**src/rtl/addition_stage4.sv**
```systemverilog
// Iterative post-add normalizer: renormalizes a carry, left-shifts one bit per
// cycle to restore the hidden bit, and classifies zero/overflow/underflow results.
//
// state | meaning
// IDLE  | waiting for operands, in_ready high
// NORM  | one normalization step per cycle
// DONE  | result presented, held until out_ready
module addition_stage4 #(
  parameter int MENT_WIDTH = 23,
  parameter int EXP_WIDTH  = 8
) (
  input  logic                  clk,
  input  logic                  rst,
  input  logic                  in_valid,
  output logic                  in_ready,
  input  logic [MENT_WIDTH+1:0] sum_in,
  input  logic [EXP_WIDTH-1:0]  exp_in,
  input  logic                  sign_in,
  output logic                  out_valid,
  input  logic                  out_ready,
  output logic                  out_sign,
  output logic [EXP_WIDTH-1:0]  out_exp,
  output logic [MENT_WIDTH-1:0] out_frac,
  output logic                  out_zero,
  output logic                  out_overflow,
  output logic                  out_underflow
);

  localparam logic [1:0] IDLE = 2'd0;
  localparam logic [1:0] NORM = 2'd1;
  localparam logic [1:0] DONE = 2'd2;

  localparam logic [EXP_WIDTH-1:0] EXP_ONE = {{(EXP_WIDTH-1){1'b0}}, 1'b1};
  localparam logic [EXP_WIDTH-1:0] EXP_ALL = '1;

  logic [1:0]            state;
  logic [MENT_WIDTH+1:0] mant;
  logic [EXP_WIDTH-1:0]  expo;
  logic                  sgn;

  logic [EXP_WIDTH-1:0]  exp_inc;
  logic                  norm_done;
  logic [EXP_WIDTH-1:0]  r_exp;
  logic [MENT_WIDTH-1:0] r_frac;
  logic                  r_zero;
  logic                  r_ovf;
  logic                  r_unf;

  assign in_ready  = (state == IDLE);
  assign out_valid = (state == DONE);
  assign exp_inc   = expo + EXP_ONE;

  // Priority-ordered classification of the current M/E pair; norm_done low means shift again.
  always_comb begin
    norm_done = 1'b1;
    r_exp     = '0;
    r_frac    = '0;
    r_zero    = 1'b0;
    r_ovf     = 1'b0;
    r_unf     = 1'b0;
    if (&expo) begin
      r_exp = EXP_ALL;
      r_ovf = 1'b1;
    end else if (mant == '0) begin
      r_zero = 1'b1;
    end else if (mant[MENT_WIDTH+1]) begin
      if (&exp_inc) begin
        r_exp = EXP_ALL;
        r_ovf = 1'b1;
      end else begin
        r_exp  = exp_inc;
        r_frac = mant[MENT_WIDTH:1];
      end
    end else if (mant[MENT_WIDTH]) begin
      r_exp  = expo;
      r_frac = mant[MENT_WIDTH-1:0];
    end else if (expo <= EXP_ONE) begin
      r_unf  = 1'b1;
      r_frac = mant[MENT_WIDTH-1:0];
    end else begin
      norm_done = 1'b0;
    end
  end

  always_ff @(posedge clk or posedge rst) begin
    if (rst) begin
      state         <= IDLE;
      mant          <= '0;
      expo          <= '0;
      sgn           <= 1'b0;
      out_sign      <= 1'b0;
      out_exp       <= '0;
      out_frac      <= '0;
      out_zero      <= 1'b0;
      out_overflow  <= 1'b0;
      out_underflow <= 1'b0;
    end else begin
      case (state)
        IDLE: begin
          if (in_valid) begin
            mant  <= sum_in;
            expo  <= exp_in;
            sgn   <= sign_in;
            state <= NORM;
          end
        end
        NORM: begin
          if (norm_done) begin
            out_sign      <= sgn;
            out_exp       <= r_exp;
            out_frac      <= r_frac;
            out_zero      <= r_zero;
            out_overflow  <= r_ovf;
            out_underflow <= r_unf;
            state         <= DONE;
          end else begin
            mant <= mant << 1;
            expo <= expo - EXP_ONE;
          end
        end
        DONE: begin
          if (out_ready) state <= IDLE;
        end
        default: state <= IDLE;
      endcase
    end
  end

endmodule
```
**config.mk**
```make
export PLATFORM = sky130hd
export DESIGN_NAME = addition_stage4
export DESIGN_NICKNAME = d
export VERILOG_FILES = /design/src/rtl/addition_stage4.sv
export SDC_FILE = /design/constraint.sdc
export NUM_CORES = 1
export LEC_CHECK = 0
export CORE_MARGIN = 2
export CORE_UTILIZATION = 29
export DETAILED_ROUTE_END_ITERATION = 10
export GPL_ROUTABILITY_DRIVEN = 0
export SYNTH_ARGS = -nofsm -noshare
export SYNTH_HDL_FRONTEND = slang
export SYNTH_SLANG_ARGS = --single-unit
```
**constraint.sdc**
```tcl
create_clock -name clk -period 4.8 [get_ports clk]
set_clock_uncertainty 0.15 [all_clocks]
set_input_delay 0.96 -clock clk [delete_from_list [all_inputs] [get_ports clk]]
set_output_delay 0.96 -clock clk [all_outputs]
set_load 0.005 [all_outputs]
```
### Yosys cells after proc, flatten, opt, wreduce, memory -nomap -nowiden

Cells that the tools add are included.

* muxes and demuxes: 36
* divide/modulo/power cells: 0
* bitwise logic cells: 0
* shift operators: 0
* equality and inequality tests: 6
* reduce and logical (&&, ||, !) cells: 9
* add/sub/neg operators: 2
* order comparisons: 1
* multiply operators: 0

Operators with widths (number)
* $mux 23: 6
* $mux 8: 7
* $mux 25: 2
* $pmux 25 s2: 1
* $logic_not 25->1: 1
* $pmux 8 s2: 1
* $reduce_and 8->1: 2
* $mux 1: 15
* $add 8x1->8 const B: 1
* $le 8x1->1 const B: 1
* $sub 8x1->8 const B: 1
* $mux 2: 3
* $ne 2x2->1 const B: 3
* $pmux 2 s3: 1
* $reduce_and 3->1: 2
* $reduce_and 2->1: 2
* $eq 2x1->1 const B: 1
* $eq 2x2->1 const B: 1
* $logic_not 2->1: 1
* $ne 2x1->1 const B: 1
* $reduce_bool 2->1: 1

* input port bits: 38
* logic and storage cells: 64
* output and inout port bits: 37
* latch bits: 0
* bits in writable memories: 0
* bits in read-only memories: 0
* memories: 0
* register bits after elaboration: 71

### Longest topological paths before layout

Gate-level depths: netlist (run 1).

* depth in word-level cells: 8
* mapped depth: 10
* mapped depth without buffers: 8

### Worst setup path before layout (run 1)

Ideal clock, no wire load.

* kind: register to register
* start point: reg expo[0]
* end point: reg mant[24]
* setup slack: 2.595 ns
* cell stages (with the launch flop): 11
* arrival time: 1.973 ns
* setup time: 0.082 ns
* path buffers: 2
* required time: 4.568 ns
* period minus slack after synthesis: 2.205 ns
* path through: dfrtp_1 inv_1 ha_1 o21bai_1 nor4_4 nand2b_1 buf_4 o21ai_2 clkbuf_1 nor2_1 a31oi_1

* longest elaborated chain between the ends: 8
* elaborated cells on any way between the ends: 9
* those cells by class: 1 x order compare; 1 x eq/ne; 5 x mux; 2 x reduce/logical

RTL lines
* start: declaration: line 38 `logic [EXP_WIDTH-1:0] expo;`
* start signal: assignment: line 102 `expo <= exp_in;`
* start signal: assignment: line 118 `expo <= expo - EXP_ONE;`
* $le 8x1->1: line 77 `end else if (expo <= EXP_ONE) begin`
* $mux 1: line 77
* $mux 1: line 74 `end else if (mant[MENT_WIDTH]) begin`
* $mux 1: line 66 `end else if (mant[MENT_WIDTH+1]) begin`
* $mux 1: line 64 `end else if (mant == '0) begin`
* $mux 1 (*): line 61 `if (&expo) begin`
* $ne 2x2->1 (no line) (*)
* $reduce_and 3->1 (no line) (*)
* end signal: assignment: line 101 `mant <= sum_in;`
* end signal: assignment: line 117 `mant <= mant << 1;`
* end: declaration: line 37 `logic [MENT_WIDTH+1:0] mant;`

Mark *: on every way between the ends. The rest lies on a longest branch, timed or not.
A chain may end at the register's enable or synchronous reset.

### Final worst setup path (run 1)

* start point: reg expo[0]
* end point: reg expo[2]

* longest elaborated chain between the ends: 8
* elaborated cells on any way between the ends: 12
* those cells by class: 1 x add/sub; 1 x order compare; 1 x eq/ne; 7 x mux; 2 x reduce/logical

RTL lines (line)
* $le 8x1->1: 77
* $mux 1: 77
* $mux 1: 74
* $mux 1: 66
* $mux 1: 64
* $mux 1: 61
* $ne 2x2->1 (no line)
* $reduce_and 3->1 (no line)

Parallel ways exist; a longest one is shown, timed or not. The select of a mux whose other input is x is not followed.

==> metrics.md, run 1 <==
| Metric | Value |
|---|---|
| Number of failing hold endpoints at the final stage | 0 |
| Router iterations before antenna repair | 4 |
| Fraction of the yosys area taken by sequential cells | 0.466 |
| Vias in the first global route | 3,365 |
| Max cap viols | 0 |
| Share of final-layout standard cells stronger than drive strength 1 | 0.0671 |
| Family of cells with the greatest summed delay on the critical path | buffers and inverters |
| Max FO, Critical Path | 39 |
| Crit share post-route | 0.611 |
| TritonCTS clock tree | done |
| Average via count per standard cell | 5.17 |
| Unrepaired setup endpoints after global routing | false |
| Setup repair bufs after CTS | 0 |
| First-pass GRT wire length | 17.6 mm |
| Cell leakage power | 1.97 nW |
| Final-report setup violation count | 0 |
| Clock-pin slew on the worst setup and hold paths | 0.05 ns |
| Signed area change from the synthesized netlist to the final layout | 30.5% |
| Number of antenna violations at the first check in global routing | 0 |
| DR WL/cell | 15.8 µm |
| Critical Path RT | 4.89 ns |
| Setup WS post-layout | 1.87 ns |
| Average cell area after synthesis | 8.53 µm² |
| Depth of the worst register-to-register path | 10 |
| Placement-stage worst setup slack | 1.88 ns |
| Register bit total from synthesis | 71 |
| Terminus of the critical flop-to-flop path | expo[2]$_DFFE_PP0P_ |
| Number of buffer cells added on primary ports | 74 |
| Total routed wirelength | 10.7 mm |
| Post-CTS Resized | 0 |
| Horiz. Die Dim | 119 µm |
| Die Y | 119 µm |
| Yosys warning total | 0 |
| Std-Cell Core Area | 12,700 µm² |
| Post-route setup TNS | 0 ns |
| Final antenna-violating net count | 0 |
| Reg-to-Reg Start | expo[0]$_DFFE_PP0P_ |
| Net count after synthesis | 489 |
| Total standard cell area after synthesis | 3810 µm² |
| Tot GR Track Use | 0.155 |
| Startpoint of the lowest-slack hold path | sgn$_DFFE_PP0P_ |
| Largest incremental delay on the critical path | 0.45 ns |
| Number of vias after detailed routing | 3,510 |
| Final HPWL DP | 7.42 mm |
| Critical path class | flip-flop to flip-flop |
| Starting Density | 0.300 |
| Slew HR | 0.430 |
| Post-route core utilization | 0.391 |
| Most frequent cell on the critical path | sky130_fd_sc_hd__buf_4 |
| Number of nets in the layout | 546 |
| Slowest cell on crit path | sky130_fd_sc_hd__dfrtp_1 |
| Worst setup slack for register-to-register paths | 1.87 ns |
| Number of standard cells after synthesis | 447 |
| Floorplan row count | 41 |
| HP Class | flip-flop to flip-flop |
| Type of element capturing the critical path | flip-flop |
| Fmax achieved | 341 MHz |
| Cell area reported after detailed placement | 4660 µm² |
| Clock Sink Count | 71 |
| Antenna diode count | 0 |
| Overflow left after global routing | 0 |
| Outcome | finished clean |
| Inserted Clock Buffers | 9 |
| Power density relative to cell area | 701 nW/µm² |
| Filler-free cell count of the finished design | 679 |
| Data arrival, critical path | 3.02 ns |
| Clock Path Buffers | 2 |
| Worst Path Buf+Inv | 3 |
| Initial DRC count | 239 |
| Min-Delay Endpoint | out_sign$_DFFE_PP0P_ |
| Filler cell count in the final layout | 1,293 |
| Die area | 14,100 µm² |
| Final routed DRC violation total | 0 |
| Peak ir drop on the vdd network | 269 µV |
| Total I/O pin count | 75 |
| Pin count of the biggest net entering global routing | 44 |
| Transition time at the pin with the least slew margin | 0.855 ns |
| Max Transition Viols Final | 0 |
| Distinct cell type count of the synthesized netlist | 44 |
| H-tree levels | 3 |
| Startpoint kind of the worst setup timing path | flip-flop |
| Worst hold stages | 2 |
| Clock period minus final worst setup slack | 2.93 ns |
| Final Cell Area | 4980 µm² |
| Worst-skew pair later-pin latency | 0.33 ns |
| Cell at the root of the clock tree | sky130_fd_sc_hd__clkbuf_16 |
| Number of buffers inserted by hold repair at cts | 0 |
| Number of placed cells counting well taps | 665 |
| Cells along the critical path | inv_1 > ha_1 > o21bai_1 > nor4_4 > nand2b_1 > buf_4 > o21ai_4 > buf_4 > o21ai_0 > a22oi_1 |
-- cells in the mapped netlist --
cell,n,area (µm²)
sky130_fd_sc_hd__or3_1,1,6.26
sky130_fd_sc_hd__nor2_1,53,199
sky130_fd_sc_hd__inv_1,7,26.3
sky130_fd_sc_hd__nand3_1,33,165
sky130_fd_sc_hd__nand2b_1,3,18.8
sky130_fd_sc_hd__xnor2_1,2,17.5
sky130_fd_sc_hd__mux2_2,1,11.3
sky130_fd_sc_hd__o31ai_1,2,15.0
sky130_fd_sc_hd__o21bai_1,2,15.0
sky130_fd_sc_hd__buf_6,5,56.3
sky130_fd_sc_hd__buf_2,8,40.0
sky130_fd_sc_hd__buf_1,1,3.75
sky130_fd_sc_hd__mux2i_1,2,20.0
sky130_fd_sc_hd__xor2_1,4,35.0
sky130_fd_sc_hd__dfrtp_1,71,1780
sky130_fd_sc_hd__o21ai_1,2,10.0
sky130_fd_sc_hd__a221oi_1,6,52.6
sky130_fd_sc_hd__nand2_1,87,327
sky130_fd_sc_hd__nor3_1,3,15.0
sky130_fd_sc_hd__nor4_1,5,31.3
sky130_fd_sc_hd__a22oi_1,1,7.51
sky130_fd_sc_hd__o211ai_1,1,7.51
sky130_fd_sc_hd__o22ai_1,2,12.5
sky130_fd_sc_hd__a22o_1,2,17.5
sky130_fd_sc_hd__ha_1,4,50.1
sky130_fd_sc_hd__clkbuf_1,20,75.1
sky130_fd_sc_hd__a221o_1,22,220
sky130_fd_sc_hd__o21a_1,1,7.51
sky130_fd_sc_hd__nor2b_1,2,12.5
sky130_fd_sc_hd__a31o_2,1,8.76
sky130_fd_sc_hd__o21ai_0,13,65.1
sky130_fd_sc_hd__a21oi_1,37,185
sky130_fd_sc_hd__a31oi_1,25,156
sky130_fd_sc_hd__a21oi_2,1,8.76
sky130_fd_sc_hd__buf_4,3,22.5
sky130_fd_sc_hd__or2_2,1,6.26
sky130_fd_sc_hd__a21o_1,2,15.0
sky130_fd_sc_hd__nand4_1,3,18.8
sky130_fd_sc_hd__o21ai_2,1,8.76
sky130_fd_sc_hd__nand3b_1,1,7.51
sky130_fd_sc_hd__nor4_4,1,21.3
sky130_fd_sc_hd__or3_4,1,11.3
sky130_fd_sc_hd__nor3b_1,1,7.51
sky130_fd_sc_hd__and3_1,3,18.8
-- cells by family (layout without fill, tap and decap cells) --
kind of cell / count (synthesis) / count (layout) / synth area share
and+or+nand+nor: 198 / 198 / 0.227
AOI/OAI and AO/OA: 121 / 121 / 0.213
DFF: 71 / 71 / 0.466
buffers and inverters: 44 / 104 / 0.0587
xor gates and xnor gates: 6 / 6 / 0.0138
adders and majority gates: 4 / 4 / 0.0131
muxes: 3 / 3 / 0.00820
-- stage by stage --
step / power, mW / hold slack (ns)
CTS: 3.52 / 0.326
finish: 3.49 / 0.326
floorplan: 2.19 / 0.283
global route: 3.76 / 0.384
detailed placement: 2.79 / 0.304
global placement: 2.76 / 0.311
-- state kept, by name (all words and copies together), names as in the netlist --
| signal | cells |
|---|---|
| expo | 8 |
| mant | 25 |
| out_exp | 8 |
| out_frac | 23 |
| out_overflow | 1 |
| out_sign | 1 |
| out_underflow | 1 |
| out_zero | 1 |
| sgn | 1 |
| state | 2 |
-- layout by cell type (no fill, tap or decap), types with 6 or more instances in the layout --
master / instances
sky130_fd_sc_hd__inv_1: 6
sky130_fd_sc_hd__clkdlybuf4s50_1: 74
sky130_fd_sc_hd__o21ai_0: 13
sky130_fd_sc_hd__a21oi_1: 37
sky130_fd_sc_hd__nand2_1: 87
sky130_fd_sc_hd__buf_4: 9
sky130_fd_sc_hd__nand3_1: 33
sky130_fd_sc_hd__a221o_1: 22
sky130_fd_sc_hd__a221oi_1: 6
sky130_fd_sc_hd__a31oi_1: 25
sky130_fd_sc_hd__nor2_1: 53
sky130_fd_sc_hd__dfrtp_1: 71
sky130_fd_sc_hd__clkbuf_16: 9
-- report_power, final --
| part | internal [mW] | switching, mW | total, mW |
|---|---|---|---|
| clock | 0.477 | 0.243 | 0.720 |
| combinational | 0.750 | 0.739 | 1.49 |
| sequential | 0.901 | 0.381 | 1.28 |
-- metal layers --
metal | vias up | GRT usage | wire (µm)
met2 | 95 | 0.244 | 5100
met4 | 0 | 0.0454 | 123
met3 | 13 | 0.0391 | 550
met1 | 1696 | 0.211 | 4960
li1 | 1706 | - | -
met5 | - | 0 | 0
-- final cells by class --
| cell class | count | area, µm² | area share |
|---|---|---|---|
| multi-input cells | 332 | 1830 | 0.368 |
| flip-flops and latches | 71 | 1780 | 0.357 |
| repair buffers | 83 | 808 | 0.162 |
| clock buffers | 11 | 253 | 0.0508 |
| well taps | 172 | 215 | 0.0432 |
| clock inverters | 3 | 67.6 | 0.0136 |
| inverters | 7 | 26.3 | 0.00528 |
-- worst max-delay path by stage --
| stage | from | endpoint | slack [ns] | cells past startpoint |
|---|---|---|---|---|
| after floorplan | rst | expo[0]$_DFFE_PP0P_ | 1.89 | 1 |
| after global placement | expo[3]$_DFFE_PP0P_ | out_exp[4]$_DFFE_PP0P_ | 1.97 | 7 |
| after detailed placement | expo[0]$_DFFE_PP0P_ | expo[2]$_DFFE_PP0P_ | 1.88 | 10 |
| after CTS | expo[0]$_DFFE_PP0P_ | expo[2]$_DFFE_PP0P_ | 1.87 | 10 |
| after global routing | expo[3]$_DFFE_PP0P_ | out_exp[6]$_DFFE_PP0P_ | 1.67 | 7 |
| final | expo[0]$_DFFE_PP0P_ | expo[2]$_DFFE_PP0P_ | 1.87 | 10 |
-- worst reg2reg max path, stage by stage (launching register included) --
cell                       delay (ns)
sky130_fd_sc_hd__dfrtp_1         0.45
sky130_fd_sc_hd__inv_1           0.14
sky130_fd_sc_hd__ha_1            0.26
sky130_fd_sc_hd__o21bai_1        0.26
sky130_fd_sc_hd__nor4_4          0.07
sky130_fd_sc_hd__nand2b_1        0.35
sky130_fd_sc_hd__buf_4           0.31
sky130_fd_sc_hd__o21ai_4         0.16
sky130_fd_sc_hd__buf_4           0.35
sky130_fd_sc_hd__o21ai_0         0.16
sky130_fd_sc_hd__a22oi_1         0.17
(Power assumes the default switching activity.)
==> run 2: changes to the inputs <==
==> constraint.sdc (replaced) <==
create_clock -name clk -period 2.56 [get_ports clk]
set_clock_uncertainty 0.15 [all_clocks]
set_input_delay 0.512 -clock clk [delete_from_list [all_inputs] [get_ports clk]]
set_output_delay 0.512 -clock clk [all_outputs]
set_load 0.005 [all_outputs]
==> metrics.md, run 2 (same netlist as run 1, synthesis figures left out) <==
| Metric | Value |
|---|---|
| Outcome | finished clean (unchanged) |
| Most common cell after layout, fill and taps aside | sky130_fd_sc_hd__nand2_1 (unchanged) |
| Cell leakage power | 2.00 nW (was 1.97 nW) |
| Crit share post-route | 0.961 (was 0.611) |
| Clock Path Buffers | 2 (unchanged) |
| Horiz. Die Dim | 119 µm (unchanged) |
| Fmax achieved | 407 MHz (was 341 MHz) |
| Average via count per standard cell | 5.20 (was 5.17) |
| Filler-free cell count of the finished design | 692 (was 679) |
| TritonCTS clock tree | done (unchanged) |
| Depth of the worst register-to-register path | 7 (was 10) |
| Signed area change from the synthesized netlist to the final layout | 32.1% (was 30.5%) |
| Terminus of the critical flop-to-flop path | out_frac[1]$_DFFE_PP0P_ (was expo[2]$_DFFE_PP0P_) |
| End point of the critical path | out_frac[1]$_DFFE_PP0P_ (was expo[2]$_DFFE_PP0P_) |
| Worst setup slack for register-to-register paths | 0.10 ns (was 1.87 ns) |
| Worst hold stages | 2 (unchanged) |
| Pin count of the biggest net entering global routing | 48 (was 44) |
| Cell area reported after detailed placement | 4750 µm² (was 4660 µm²) |
| Worst-skew pair later-pin latency | 0.33 ns (about the same) |
| Inserted Clock Buffers | 9 (unchanged) |
| Max cap viols | 0 (unchanged) |
| Most flop-heavy register | mant (unchanged) |
| Total routed wirelength | 11.1 mm (was 10.7 mm) |
| Antenna diode count | 0 (unchanged) |
| Max Transition Viols Final | 0 (unchanged) |
| Slew HR | 0.626 (was 0.430) |
| Final Cell Area | 5040 µm² (was 4980 µm²) |
| Final HPWL DP | 7.63 mm (was 7.42 mm) |
| Floorplan row count | 41 (unchanged) |
| Starting Density | 0.300 (unchanged) |
| Max FO, Critical Path | 22 (was 39) |
| Peak ir drop on the vdd network | 434 µV (was 269 µV) |
| Tot GR Track Use | 0.160 (was 0.155) |
| Router iterations before antenna repair | 5 (was 4) |
| Cells along the critical path | nor4_1 > nand4_1 > nor2_1 > nor2_1 > and3_1 > buf_4 > a221o_1 (was inv_1 > ha_1 > o21bai_1 > nor4_4 > nand2b_1 > buf_4 > o21ai_4 > buf_4 > o21ai_0 > a22oi_1) |
| Clock period minus final worst setup slack | 2.46 ns (was 2.93 ns) |
| Largest incremental delay on the critical path | 0.46 ns (was 0.45 ns) |
| Final antenna-violating net count | 0 (unchanged) |
| Filler cell count in the final layout | 1,316 (was 1,293) |
| Critical path class | flip-flop to flip-flop (unchanged) |
| Registers with the most flip-flops | mant x25, out_frac x23 (unchanged) |
| Initial DRC count | 384 (was 239) |
| Type of element capturing the critical path | flip-flop (unchanged) |
| Die area | 14,100 µm² (unchanged) |
| Number of placed cells counting well taps | 676 (was 665) |
| Slowest cell on crit path | sky130_fd_sc_hd__nor4_1 (was sky130_fd_sc_hd__dfrtp_1) |
| Clock-pin slew on the worst setup and hold paths | 0.06 ns (was 0.05 ns) |
| Overflow left after global routing | 0 (unchanged) |
| HP Class | flip-flop to flip-flop (unchanged) |
| Flip-flop count of the largest register after layout | 25 (unchanged) |
| Transition time at the pin with the least slew margin | 0.559 ns (was 0.855 ns) |
| Share of final-layout standard cells stronger than drive strength 1 | 0.0962 (was 0.0671) |
| Critical Path RT | 2.62 ns (was 4.89 ns) |
| Die Y | 119 µm (unchanged) |
| Number of antenna violations at the first check in global routing | 0 (unchanged) |
| Number of buffer cells added on primary ports | 74 (unchanged) |
| Final-report setup violation count | 0 (unchanged) |
| DR WL/cell | 16.0 µm (was 15.8 µm) |
| Most frequent cell on the critical path | sky130_fd_sc_hd__nor2_1 (was sky130_fd_sc_hd__buf_4) |
| Power density relative to cell area | 1290 nW/µm² (was 701 nW/µm²) |
| Data arrival, critical path | 2.52 ns (was 3.02 ns) |
| Clock Sink Count | 71 (unchanged) |
| Total I/O pin count | 75 (unchanged) |
| Number of failing hold endpoints at the final stage | 0 (unchanged) |
| Startpoint kind of the worst setup timing path | flip-flop (unchanged) |
| Cell at the root of the clock tree | sky130_fd_sc_hd__clkbuf_16 (unchanged) |
| H-tree levels | 3 (unchanged) |
| Leading cell types in the layout, fill and taps excluded | sky130_fd_sc_hd__nand2_1 (87), sky130_fd_sc_hd__clkdlybuf4s50_1 (74), sky130_fd_sc_hd__dfrtp_1 (70), sky130_fd_sc_hd__nor2_1 (53), sky130_fd_sc_hd__a21oi_1 (37) (was sky130_fd_sc_hd__nand2_1 (87), sky130_fd_sc_hd__clkdlybuf4s50_1 (74), sky130_fd_sc_hd__dfrtp_1 (71), sky130_fd_sc_hd__nor2_1 (53), sky130_fd_sc_hd__a21oi_1 (37)) |
| Std-Cell Core Area | 12,700 µm² (unchanged) |
| Vias in the first global route | 3,439 (was 3,365) |
| Final routed DRC violation total | 0 (unchanged) |
| Reg-to-Reg Start | mant[18]$_DFFE_PP0P_ (was expo[0]$_DFFE_PP0P_) |
| Worst setup path startpoint | mant[18]$_DFFE_PP0P_ (was expo[0]$_DFFE_PP0P_) |
| First-pass GRT wire length | 18.1 mm (was 17.6 mm) |
| Number of vias after detailed routing | 3,598 (was 3,510) |
| Number of nets in the layout | 558 (was 546) |
==> run 2: cell types whose count changed in the layout (fill, tap and decap cells not counted), sizes merged <==
cell	delta
bufinv	-2
buf	+12
clkinv	+3
==> run 2: critical path, delay by kind of cell, from the launching register on <==
kind | cells | cell delay, ns
compound gates | 1 | 0.32
flops | 1 | 0.42
simple gates | 5 | 1.23
buf+inv | 1 | 0.21
==> run 2: area by class of cell <==
class                           instances  area, µm²  share of cell area
Inverter                                7       26.3             0.00522
Clock inverter                          4       22.5             0.00447
Multi-Input combinational cell        332       1840               0.365
Clock buffer                           11        243              0.0482
Tap cell                              172        215              0.0427
Timing Repair Buffer                   95        911               0.181
Sequential cell                        71       1780               0.353
==> run 2: worst min-delay path by stage <==
stage                    start                   end  slack [ns]
6_report       sgn$_DFFE_PP0P_  out_sign$_DFFE_PP0P_        0.33
5_1_grt        sgn$_DFFE_PP0P_  out_sign$_DFFE_PP0P_        0.38
4_1_cts        sgn$_DFFE_PP0P_  out_sign$_DFFE_PP0P_        0.34
3_5_place_dp   sgn$_DFFE_PP0P_  out_sign$_DFFE_PP0P_        0.31
3_3_place_gp   sgn$_DFFE_PP0P_  out_sign$_DFFE_PP0P_        0.31
2_1_floorplan  sgn$_DFFE_PP0P_  out_sign$_DFFE_PP0P_        0.28
==> run 2: through the flow <==
stage                     utilization  hold slack (ns)  power [mW]  worst slack [ns]  setup TNS [ns]
final                           0.396            0.335        6.52             0.101               0
after global routing            0.396            0.383        7.03          -0.00672        -0.00672
after CTS                       0.394            0.341        6.52             0.108               0
after detailed placement        0.374            0.313        5.36             0.160               0
after global placement          0.374            0.307        5.29             0.227               0
after floorplan                     -            0.283        4.11             0.101               0
==> run 2: where the power goes <==
part | switching [mW] | leakage [nW] | internal [mW]
Combinational | 1.50 | 1.06 | 1.53
Clock | 0.460 | 0.131 | 0.671
Sequential | 0.667 | 0.813 | 1.69
==> run 2: metal layers <==
layer | up-vias | track usage | part of all wire
li1 | 1738 | - | -
met3 | 8 | 0.0314 | 0.048
met5 | - | 0 | 0
met2 | 111 | 0.243 | 0.46
met1 | 1741 | 0.225 | 0.48
met4 | 0 | 0.0595 | 0.013
==> run 2: repair_timing <==
action                                  in CTS  in global routing
endpoints found under the hold margin        0                  0
endpoints found under the setup margin       0                 31
buffers inserted                             0                  1
resized for setup                            0                  4
hold buffers                                 0                  0
==> run 3: changes to the inputs <==
--- a/config.mk
+++ b/config.mk
@@ -9,6 +9,7 @@
 export CORE_UTILIZATION = 29
 export DETAILED_ROUTE_END_ITERATION = 10
 export GPL_ROUTABILITY_DRIVEN = 0
+export SLEW_MARGIN = 20
 export SYNTH_ARGS = -nofsm -noshare
 export SYNTH_HDL_FRONTEND = slang
 export SYNTH_SLANG_ARGS = --single-unit
==> results of run 3 <==
Final layout, timing and power as in run 2 (identical DEF).
